File: config.mk
export PLATFORM = sky130hd
export DESIGN_NAME = sl_transmitter
export DESIGN_NICKNAME = d
export VERILOG_FILES = /design/src/rtl/sl_transmitter.sv
export SDC_FILE = /design/constraint.sdc
export NUM_CORES = 1
export LEC_CHECK = 0
export CORE_UTILIZATION = 48
export DETAILED_ROUTE_END_ITERATION = 10
export HOLD_SLACK_MARGIN = 0.08
export PLACE_DENSITY = 0.66
export SLEW_MARGIN = 10
export SYNTH_ARGS = -nofsm -noshare
export SYNTH_HDL_FRONTEND = slang
export SYNTH_SLANG_ARGS = --single-unit
export TNS_END_PERCENT = 5
File: constraint.sdc
create_clock -name clk -period 6.33 [get_ports clk]
set_input_delay 1.266 -clock clk [delete_from_list [all_inputs] [get_ports clk]]
set_output_delay 1.266 -clock clk [all_outputs]
set_load 0.1 [all_outputs]
File: src/rtl/sl_transmitter.sv
// Serial-line word transmitter: serializes an 8..32-bit word LSB first onto the
// two-wire SL bus (sl0 = zeroes line, sl1 = ones line), with optional even parity.
module sl_transmitter #(
    parameter int unsigned HALF_BIT   = 8,
    parameter int unsigned GAP_CYCLES = 16
) (
    input  logic        clk,
    input  logic        rst,
    input  logic [31:0] tx_data,
    input  logic        tx_valid,
    output logic        tx_ready,
    input  logic        cfg_enable,
    input  logic [5:0]  cfg_bit_cnt,
    input  logic        cfg_parity_en,
    output logic        sl0,
    output logic        sl1,
    output logic        busy,
    output logic        done,
    output logic        cfg_err
);

    localparam int unsigned PH_MAX = (HALF_BIT > GAP_CYCLES) ? HALF_BIT : GAP_CYCLES;
    localparam int unsigned PW     = (PH_MAX > 1) ? $clog2(PH_MAX) : 1;
    localparam logic [PW-1:0] HB_LAST  = PW'(HALF_BIT - 1);
    localparam logic [PW-1:0] GAP_LAST = PW'(GAP_CYCLES - 1);

    typedef enum logic [2:0] {
        IDLE,
        ACTIVE,
        GAP,
        STOP_ACTIVE,
        STOP_GAP,
        IFG
    } state_t;

    state_t        state_q, state_d;
    logic [PW-1:0] phase_q, phase_d;
    logic [5:0]    bit_q, bit_d;
    logic [5:0]    total_q, total_d;
    logic [32:0]   shift_q, shift_d;
    logic          sl0_q, sl0_d;
    logic          sl1_q, sl1_d;
    logic          busy_q, busy_d;
    logic          done_q, done_d;
    logic          cfg_err_q, cfg_err_d;

    logic          accept;
    logic          legal;
    logic [32:0]   mask;
    logic [32:0]   data_m;
    logic          parity;

    assign tx_ready = (state_q == IDLE) & cfg_enable;
    assign accept   = tx_valid & tx_ready;
    assign legal    = (cfg_bit_cnt >= 6'd8) && (cfg_bit_cnt <= 6'd32);

    // Parity bit is parked just above the data so plain right-shifting sends it last.
    always_comb begin
        mask   = (cfg_bit_cnt >= 6'd32) ? 33'h0_FFFF_FFFF : ((33'd1 << cfg_bit_cnt) - 33'd1);
        data_m = {1'b0, tx_data} & mask;
        parity = ^data_m;
    end

    always_comb begin
        state_d   = state_q;
        phase_d   = phase_q;
        bit_d     = bit_q;
        total_d   = total_q;
        shift_d   = shift_q;
        cfg_err_d = 1'b0;

        case (state_q)
            IDLE: begin
                if (accept) begin
                    if (legal) begin
                        state_d = ACTIVE;
                        phase_d = '0;
                        bit_d   = '0;
                        total_d = cfg_bit_cnt + {5'd0, cfg_parity_en};
                        shift_d = data_m | ((cfg_parity_en && parity) ? (33'd1 << cfg_bit_cnt) : '0);
                    end else begin
                        cfg_err_d = 1'b1;
                    end
                end
            end
            ACTIVE: begin
                if (phase_q == HB_LAST) begin
                    phase_d = '0;
                    state_d = GAP;
                end else begin
                    phase_d = phase_q + PW'(1);
                end
            end
            GAP: begin
                if (phase_q == HB_LAST) begin
                    phase_d = '0;
                    if (bit_q == total_q - 6'd1) begin
                        state_d = STOP_ACTIVE;
                    end else begin
                        state_d = ACTIVE;
                        bit_d   = bit_q + 6'd1;
                        shift_d = shift_q >> 1;
                    end
                end else begin
                    phase_d = phase_q + PW'(1);
                end
            end
            STOP_ACTIVE: begin
                if (phase_q == HB_LAST) begin
                    phase_d = '0;
                    state_d = STOP_GAP;
                end else begin
                    phase_d = phase_q + PW'(1);
                end
            end
            STOP_GAP: begin
                if (phase_q == HB_LAST) begin
                    phase_d = '0;
                    state_d = IFG;
                end else begin
                    phase_d = phase_q + PW'(1);
                end
            end
            IFG: begin
                if (phase_q == GAP_LAST) begin
                    phase_d = '0;
                    state_d = IDLE;
                end else begin
                    phase_d = phase_q + PW'(1);
                end
            end
            default: begin
                state_d = IDLE;
                phase_d = '0;
            end
        endcase
    end

    // Outputs are derived from the next state so the registered lines line up with it.
    always_comb begin
        sl0_d  = !(((state_d == ACTIVE) && !shift_d[0]) || (state_d == STOP_ACTIVE));
        sl1_d  = !(((state_d == ACTIVE) && shift_d[0]) || (state_d == STOP_ACTIVE));
        busy_d = (state_d != IDLE);
        done_d = (state_d == IFG) && (phase_d == GAP_LAST);
    end

    always_ff @(posedge clk) begin
        if (rst) begin
            state_q   <= IDLE;
            phase_q   <= '0;
            bit_q     <= '0;
            total_q   <= '0;
            shift_q   <= '0;
            sl0_q     <= 1'b1;
            sl1_q     <= 1'b1;
            busy_q    <= 1'b0;
            done_q    <= 1'b0;
            cfg_err_q <= 1'b0;
        end else begin
            state_q   <= state_d;
            phase_q   <= phase_d;
            bit_q     <= bit_d;
            total_q   <= total_d;
            shift_q   <= shift_d;
            sl0_q     <= sl0_d;
            sl1_q     <= sl1_d;
            busy_q    <= busy_d;
            done_q    <= done_d;
            cfg_err_q <= cfg_err_d;
        end
    end

    assign sl0     = sl0_q;
    assign sl1     = sl1_q;
    assign busy    = busy_q;
    assign done    = done_q;
    assign cfg_err = cfg_err_q;

endmodule

==> out/results.tsv <==
metric	value	unit
number of flops mapped to enable cells by yosys	0	
Max Cap Violations	0	
power per cell area	222	mW/mm^2
clk_skew	9.39	ps
placed insts	693	
final number of setup-violating endpoints	0	
Least-Margin Pin Slew	1280	ps
relative slew slack	14.5	%
#FFs+latches synth	57	
sequential fraction of design power	34.1	%
crit share post-route	88.9	%
Final Hold Fails	0	
nets	645	
setup bufs post-CTS	0	
crit path capture type	flip-flop	
GPL Wtd Cong	0.931	
layout cells sized above 1	7.49	%
RSZ-0062 raised after global routing	no	
ys flop type	dfxtp_1	
Yosys warnings	0	
die span in x	97.4	um
CTS buffer count	9	
Comb pwr share	32.9	%
vias in the first global route	4373	
vias post-DR	4740	
cell count after synthesis	574	
GR Overflow Total	0	
Post-DP Area	0.00483	mm^2
Die Ht	97.4	um
register area share after synthesis	26.1	%
cell area after layout	0.00504	mm^2
Psw	0.386	mW
power share of the clock group	33.1	%
Hold Buf Count CTS	0	
syn avg cell area	7.61	um^2
first-pass GRT wire length	23500	um
Distinct cells, synth	68	
most frequent cells in the layout	nor2_1, dfxtp_1, nand2_1	
clock insertion delay at the later pin of the skew report	340	ps
asr flop ratio synth	0	%
Setup TNS Final	0	ps
status	finished clean	
ant diodes	0	
CP Class	input port to flip-flop	
CTS tree	done	
Critical Path Start Type	input port	
clock sinks	57	
mapped cell area	0.00437	mm^2
Avg WL per Cell	21.2	um
boundary pin count	49	
Int Pwr	0.730	mW
Post-DP HPWL	10700	um
Final Core Density	57.5	%
Filler cells	814	
Die ar.	0.00949	mm^2
1st-iter DRT viols	625	
area delta synth->final	15.3	%
DRC errors left	0	
Post-Syn Nets	623	
IO buf count	48	
initial antenna violation count	0	
crit path DAT	5860	ps
Final Slew Violations	0	
Crit path required time	6560	ps
hold crit path type	flip-flop to flip-flop	
CP Max Fanout	24	
Non-Filler Instances	709	
deepest clock path buffer count	2	
Core Area	0.00876	mm^2
largest net degree at the start of global routing	57	
worst vdd ir	0.000186	V
switching part of the total	34.6	%
Via density	6.69	
worst hold margin	458	ps
cts repair resizes	0	
Final Critical Period	5630	ps
Initial Util	49.9	%
DRT Pass-1 Iters	7	
Post-DRT Antenna Nets	0	
# rows	34	
Reg clk slew, reported paths	60	ps
Clock Root Buffer	clkbuf_8	
Total Routing Usage GR	31.2	%
Max Fclk	178	MHz
drt total wl	15000	um
leakage	1.70	nW
number of H-tree levels	3	
## per-layer routing
layer  GRT usage (%)  wire [um]
met1            43.1       6440
met2            46.9       6470
met3            7.91       1530
met4            11.4        561
met5               0          0
## kinds of logic (layout without fill, tap and decap cells)
kind of cell | Yosys count | after routing | share of synthesized area, %
buf+inv | 62 | 89 | 6.87
fa+ha+maj | 6 | 6 | 1.72
compound gates | 161 | 161 | 26.4
simple gates | 242 | 242 | 27.9
flops | 57 | 57 | 26.1
mux | 3 | 3 | 0.716
xor+xnor | 43 | 43 | 10.3
## worst max-delay path, cell delays in order
cell and delay (ps):
clkdlybuf4s50_1 550, or4_4 590, or2_2 320, ha_1 300, buf_4 210, clkinv_1 170, nor2_1 70, o311ai_0 740
xnor2_1 220, xnor3_1 230, xnor3_2 730, nand4_1 170, a311oi_1 300
## state kept, by name, summed over array words and instances, names as in the netlist
name     cells
shift_q     33
bit_q        6
total_q      6
phase_q      4
state_q      3
busy         1
cfg_err      1
done         1
sl0          1
sl1          1
## final cells by class
type / count / area [um^2] / area share [%]
multi-input combinational: 455 / 2940 / 58.3
sequential: 57 / 1140 / 22.7
timing repair buffer: 62 / 581 / 11.5
clock buffer: 13 / 139 / 2.76
tap: 108 / 135 / 2.68
clock inverter: 3 / 65.1 / 1.29
inverter: 11 / 41.3 / 0.820
## cells in the mapped netlist, types with 7 or more instances
library cell	number	share of area, %
a211oi_1	7	1.2
a21oi_1	30	3.4
a221oi_1	8	1.6
a311oi_1	10	2.0
a31oi_1	10	1.4
a32oi_1	9	1.8
and2_1	7	1.0
buf_2	11	1.3
clkbuf_1	25	2.1
dfxtp_1	57	26
inv_1	9	0.77
nand2_1	55	4.7
nand2b_1	9	1.3
nand3_1	16	1.8
nand4_1	13	1.9
nor2_1	57	4.9
nor2b_1	7	1.0
nor3_1	35	4.0
o211ai_1	11	1.9
o21ai_0	23	2.6
o31ai_1	8	1.4
or3_1	7	1.0
xnor2_1	26	5.2
xor2_1	12	2.4
## final timing paths
path,from,to,slack (ps),cells past startpoint
min reg2reg,shift_q[1],shift_q[1],460,2
min,shift_q[1],shift_q[1],460,2
max,cfg_bit_cnt[4],shift_q[31],700,13
max reg2reg,phase_q[0],shift_q[28],3010,9
## power groups by stage
stage / clock, mW / combinational [mW] / sequential, mW
5_1_grt: 0.387 / 0.383 / 0.381
4_1_cts: 0.373 / 0.358 / 0.380
3_5_place_dp: 0 / 0.356 / 0.388
3_3_place_gp: 0 / 0.356 / 0.388
2_1_floorplan: 0 / 0.288 / 0.393
6_report: 0.369 / 0.367 / 0.380
## through the flow
stage / power [mW] / setup slack (ps)
2_1_floorplan: 0.681 / 1340
3_3_place_gp: 0.743 / 526
3_5_place_dp: 0.744 / 450
4_1_cts: 1.11 / 798
5_1_grt: 1.15 / 464
6_report: 1.12 / 700
No activity file was read; power rests on OpenSTA's default activity.
